### src/rtl/pwm_capture.sv
// PWM capture: synchronizes an asynchronous PWM input and reports the high time and
// period of each complete cycle, with sticky timeout flags for an input stuck high or low.
module pwm_capture #(
  parameter int CNT_W   = 16,
  parameter int TIMEOUT = 1024
) (
  input  logic             clk,
  input  logic             rst,
  input  logic             pwmin,
  output logic [CNT_W-1:0] high_time,
  output logic [CNT_W-1:0] period,
  output logic             valid,
  output logic             stuck_high,
  output logic             stuck_low
);

  typedef enum logic [1:0] {SYNC, HIGH, LOW} state_t;

  localparam logic [CNT_W-1:0] TO  = CNT_W'(TIMEOUT);
  localparam logic [CNT_W-1:0] ONE = CNT_W'(1);

  logic             ff1_q, ff1_d, ff2_q, ff2_d, pwm_d_q, pwm_d_d;
  logic             rise, fall;
  state_t           state_q, state_d;
  logic [CNT_W-1:0] cnt_q, cnt_d, hi_lat_q, hi_lat_d;
  logic [CNT_W-1:0] high_time_q, high_time_d, period_q, period_d;
  logic             valid_q, valid_d, stuck_high_q, stuck_high_d, stuck_low_q, stuck_low_d;

  // Sync chain resets high so an input already high at reset never looks like a rise.
  always_comb begin
    ff1_d   = pwmin;
    ff2_d   = ff1_q;
    pwm_d_d = ff2_q;
  end

  assign rise = ff2_q & ~pwm_d_q;
  assign fall = ~ff2_q & pwm_d_q;

  always_comb begin
    state_d      = state_q;
    cnt_d        = cnt_q;
    hi_lat_d     = hi_lat_q;
    high_time_d  = high_time_q;
    period_d     = period_q;
    valid_d      = 1'b0;
    stuck_high_d = stuck_high_q;
    stuck_low_d  = stuck_low_q;
    unique case (state_q)
      SYNC: begin
        if (rise) begin
          cnt_d   = ONE;
          state_d = HIGH;
        end
      end
      HIGH: begin
        // An edge on the timeout cycle wins: a phase of exactly TIMEOUT is measured.
        if (fall) begin
          hi_lat_d = cnt_q;
          cnt_d    = cnt_q + ONE;
          state_d  = LOW;
        end else if (cnt_q == TO) begin
          stuck_high_d = 1'b1;
          state_d      = SYNC;
        end else begin
          cnt_d = cnt_q + ONE;
        end
      end
      LOW: begin
        if (rise) begin
          high_time_d  = hi_lat_q;
          period_d     = cnt_q;
          valid_d      = 1'b1;
          stuck_high_d = 1'b0;
          stuck_low_d  = 1'b0;
          cnt_d        = ONE;
          state_d      = HIGH;
        end else if (cnt_q == TO) begin
          stuck_low_d = 1'b1;
          state_d     = SYNC;
        end else begin
          cnt_d = cnt_q + ONE;
        end
      end
      default: state_d = SYNC;
    endcase
  end

  always_ff @(posedge clk) begin
    if (rst) begin
      ff1_q        <= 1'b1;
      ff2_q        <= 1'b1;
      pwm_d_q      <= 1'b1;
      state_q      <= SYNC;
      cnt_q        <= '0;
      hi_lat_q     <= '0;
      high_time_q  <= '0;
      period_q     <= '0;
      valid_q      <= 1'b0;
      stuck_high_q <= 1'b0;
      stuck_low_q  <= 1'b0;
    end else begin
      ff1_q        <= ff1_d;
      ff2_q        <= ff2_d;
      pwm_d_q      <= pwm_d_d;
      state_q      <= state_d;
      cnt_q        <= cnt_d;
      hi_lat_q     <= hi_lat_d;
      high_time_q  <= high_time_d;
      period_q     <= period_d;
      valid_q      <= valid_d;
      stuck_high_q <= stuck_high_d;
      stuck_low_q  <= stuck_low_d;
    end
  end

  assign high_time  = high_time_q;
  assign period     = period_q;
  assign valid      = valid_q;
  assign stuck_high = stuck_high_q;
  assign stuck_low  = stuck_low_q;

endmodule

### config.mk
export PLATFORM = sky130hd
export DESIGN_NAME = pwm_capture
export DESIGN_NICKNAME = d
export VERILOG_FILES = /design/src/rtl/pwm_capture.sv
export SDC_FILE = /design/constraint.sdc
export NUM_CORES = 1
export LEC_CHECK = 0
export ABC_AREA = 1
export ABC_CLOCK_PERIOD_IN_PS = 1500
export CELL_PAD_IN_SITES_DETAIL_PLACEMENT = 0
export CELL_PAD_IN_SITES_GLOBAL_PLACEMENT = 2
export CORE_MARGIN = 4
export CORE_UTILIZATION = 29
export DETAILED_ROUTE_END_ITERATION = 8
export PLACE_DENSITY = 0.79
export SLEW_MARGIN = 20
export SYNTH_ARGS = -nofsm -noshare
export SYNTH_HDL_FRONTEND = slang
export SYNTH_SLANG_ARGS = --single-unit
### constraint.sdc
create_clock -name clk -period 1.5 [get_ports clk]
set_input_delay 0.15 -clock clk [delete_from_list [all_inputs] [get_ports clk]]
set_output_delay 0.15 -clock clk [all_outputs]
set_load 0.05 [all_outputs]
Word-level counts from Yosys, hierarchy flattened
Cells that the tools add are included.

storage, ports and cells
  logic and storage cells = 50
  output and inout bits = 35
  input port bits = 3
  bits in registers = 72

operators by class
  multiplexer cells = 16
  equal/unequal tests = 7
  bitwise logic cells = 5
  reductions and logical operators = 10
  add/subtract/negate cells = 1

operators by type and width
  operator                                          count
  2-to-1 mux 16 bit                                 4
  one-hot mux 16 bit (3 select lines)               1
  adder 16 x 1 -> 16 bit (second input constant)    1
  == test 16 x 11 -> 1 bit (second input constant)  1
  2-to-1 mux 2 bit                                  4
  inequality test 2 bit (second input constant)     4
  AND reduction 2 bit                               4
  one-hot mux 2 bit (3 select lines)                1
  2-to-1 mux 1 bit                                  5
  AND reduction 4 bit                               1
  nonzero test 2 bit                                2
  inverter 1 bit                                    3
  nonzero test 3 bit                                1
  bitwise AND 1 bit                                 2
  == test 2 x 1 -> 1 bit (second input constant)    1
  == test 2 bit (second input constant)             1
  logical NOT 2 bit                                 1
  one-hot mux 1 bit (2 select lines)                1
  OR reduction 2 bit                                1

Depth between registers and ports, before layout
  depth after elaboration = 4
  mapped depth = 11
  depth with buffers taken out = 11

Worst setup path before layout
Ideal clock, no wire load.

  kind = register to register
  start = register state_q[0]
  end = register cnt_q[11]
  stages on the path, launching flop included = 9
  path buffers = 0
  path slack = 68 ps
  required time = 1382 ps
  arrival = 1314 ps
  cell sequence = dfxtp_1 inv_1 ha_1 inv_1 a21oi_4 nand2_1 nand3_1 nor3_1 nor2_1

between the ends
  longest elaborated chain between the ends = 3

ends and longest elaborated chain
  what                                                                          line  text
  from (decl)                                                                   24    state_t state_q, state_d;
  from (signal assigned)                                                        105   state_q <= state_d;
  == test 2 bit (tied with other cells)                                         48    unique case (state_q)
  nonzero test 3 bit (no source line) or inequality test 2 bit (tied branches)  --
  AND reduction 2 bit (no source line)                                          --
  to (signal assigned)                                                          106   cnt_q <= cnt_d;
  to (decl)                                                                     25    logic [CNT_W-1:0] cnt_q, cnt_d, hi_lat_q, hi_lat_d;

Several ways; a longest one is shown, not always the timed one.
A chain may end at the register's enable or synchronous reset.

Final worst setup path
  start = register state_q[0]
  end = register cnt_q[0]

Same word-level chain as after synthesis.

==> flow_summary_export.csv <==
group,metric,value,unit
run_status,status,"complete, no violations",
worst_setup_path,worst_setup_path_end_kind,"register",
cts,cts_max_level,3,
routing,post_drt_wl_per_cell,13.7,um
sta,setup_tns,0,ns
layout,diodes,0,
cts,tritoncts,"built",
floorplan,coreArea,10400,um2
worst_setup_path,crit_path_max_fanout,6,
sta,rsz0062_at_grt,"true",
cts,clock_path_buffers,2,
routing,drtAntennaViolNets,0,
place,postPlaceCellArea,3860,um2
sta,finClkSkew,0.0120,ns
yosys,synth_most_common_cell,"dfxtp_1",
power,cellLeakagePower,1.69,nW
power,peakVddDrop,0.437,mV
floorplan,die_x,112,um
worst_setup_path,cp_top_family,"buffers and inverters",
cts,clk_latency,0.35,ns
job,max_cap_violations,0,
cts,root_buffer,"clkbuf_8",
yosys,synth_top_area_frac,0.461,
grt,grt_pass1_vias,2852,
floorplan,die_area,12500,um2
layout,multiInputGateArea,1580,um2
worst_setup_path,arrival,1.68,ns
cts,clk_pin_slew,0.09,ns
yosys,synth_area,3130,um2
sta,tightest_slew,0.333,ns
worst_setup_path,critPathKind,"register to register",
worst_setup_path,crit_buf_inv,3,
floorplan,ios,38,
yosys,ys_warn_count,0,
grt,grt_use_total,0.140,
routing,wl,8.77,mm
floorplan,rows,37,
floorplan,die_y,112,um
grt,grt_max_degree,48,
grt,grt_pass1_wl,14.4,mm
place,place_ws,-0.143,ns
worst_setup_path,critical_path.slowest_cell,"dfxtp_2",
worst_setup_path,crit_top_cell,"buf_4",
floorplan,start_util,0.300,
sta,fmax,699,MHz
cts,cts_buffers,9,
routing,via_count,2942,
layout,drive_gt1_frac,0.353,
yosys,synthTopCellsByCount,"dfxtp_1 (72), nand2_1 (59), nand3_1 (46)",
sta,finalCriticalPeriod,1.43,ns
sta,max_slew_margin,0.778,
layout,regArea,1460,um2
sta,hold_viol_final,0,
routing,dr.pass1.iters,4,
worst_setup_path,critPathLaunchType,"register",
power,pwr_density_cell,955,nW/um2
yosys,syn_inst,414,
grt,antenna_found_initial,0,
yosys,synth.distinct_cells,31,
hold_path,hold_class,"input pin to register",
yosys,ys.flop_type,"dfxtp_1",
place,gp_congestion,0.791,
yosys,synth_edf_count,0,
yosys,synth.area.top_cells,"dfxtp_1 (46%), nand3_1 (7.4%), nand2_1 (7.1%)",
yosys,syn_area_per_cell,7.55,um2
worst_setup_path,worst_path_largest_cell_delay,0.34,ns
place,place.port_buffers,37,
power,finalPower,4.15,mW
sta,holdWs,0.358,ns
worst_setup_path,crit_chain,"buf_4 > ha_1 > inv_2 > nand2_8 > buf_4 > nor4_2 > a21oi_2",
yosys,ys_seq_area_frac,0.461,
yosys,synth_seq_cells,72,
layout,syn_to_final_growth,39.2,%
cts,cts.sinks,72,
routing,drc,0,
yosys,async_flop_share,0,
place,hpwl,6.35,mm
sta,fin_ws,0.0700,ns
layout,nets,508,
sta,slew_viol_final,0,
sta,period_share,0.953,
yosys,syn_nets,423,
yosys,synth_area_leader_cell,"dfxtp_1",
grt,grt.overflow.total,0,
sta,finalSetupViolCount,0,
routing,viasPerCell,4.60,
layout,design_area,4350,um2
layout,fill_cells,1103,
routing,drtIter0Drc,140,
worst_setup_path,cp.required,1.75,ns
## registers in the layout (all words and copies together) (netlist names)
signal      cells
cnt_q          16
ff1_q           1
ff2_q           1
hi_lat_q       16
high_time      16
period         16
pwm_d_q         1
state_q         2
stuck_high      1
stuck_low       1
valid           1
## routing by layer
metal | vias up | GRT usage | share of wire
met5 | - | 0 | 0
met1 | 1357 | 0.192 | 0.50
li1 | 1545 | - | -
met4 | 0 | 0.0365 | 0.0082
met2 | 33 | 0.223 | 0.46
met3 | 7 | 0.0332 | 0.031
## cells in the final DEF (no fill, tap or decap), drive strengths merged
cell / count
a211oi: 3
a21oi: 36
buf: 89
bufinv: 2
clkbuf: 11
clkdlybuf4s50: 2
clkinv: 3
clkinvlp: 1
dfxtp: 72
ha: 6
inv: 49
nand2: 67
nand3: 48
nand3b: 2
nand4: 5
nor2: 37
nor3: 9
nor4: 1
o21ai: 56
o21bai: 1
o31ai: 1
or2: 3
## report_power, final
part           switching, mW  internal (mW)  total, mW
clock network          0.785          0.947       1.73
logic                  0.277          0.196      0.472
registers             0.0184           1.93       1.95
total                   1.08           3.07       4.15
## cell type report
class	count	area share
Tap cell	136	0.0391
Timing Repair Buffer	92	0.166
Clock inverter	6	0.0207
Clock buffer	10	0.0293
Sequential cell	72	0.336
Multi-Input combinational cell	275	0.363
Inverter	49	0.0469
## logic make-up after synthesis
group | synth area share
adder cells (fa/ha/maj) | 0.0240
AND/OR/NAND/NOR | 0.265
buffers and inverters | 0.0868
AO/OA/AOI/OAI | 0.163
flip-flops | 0.461
## repair_timing
item | 4_1_cts | 5_1_grt
setup buffers | 1 | 7
pin swaps | 0 | 17
gates resized for setup | 16 | 53
setup endpoints to repair | 63 | 39
hold buffers | 0 | 0
## path summary, 6_finish.rpt
| kind | from | endpoint | slack (ns) | cells past startpoint |
|---|---|---|---|---|
| worst min register to register | ff1_q | ff2_q | 0.42 | 1 |
| worst min-delay path | pwmin | ff1_q | 0.36 | 2 |
| worst max-delay path | state_q[0] | cnt_q[0] | 0.07 | 7 |
| worst max register to register | state_q[0] | cnt_q[0] | 0.07 | 7 |
## stage by stage
stage               std cells  utilization
global placement          616        0.371
finish                    640        0.418
CTS                       633        0.396
floorplan                 414            -
global route              640        0.418
detailed placement        616        0.371
Note: power is estimated with default switching activity, not from simulation.
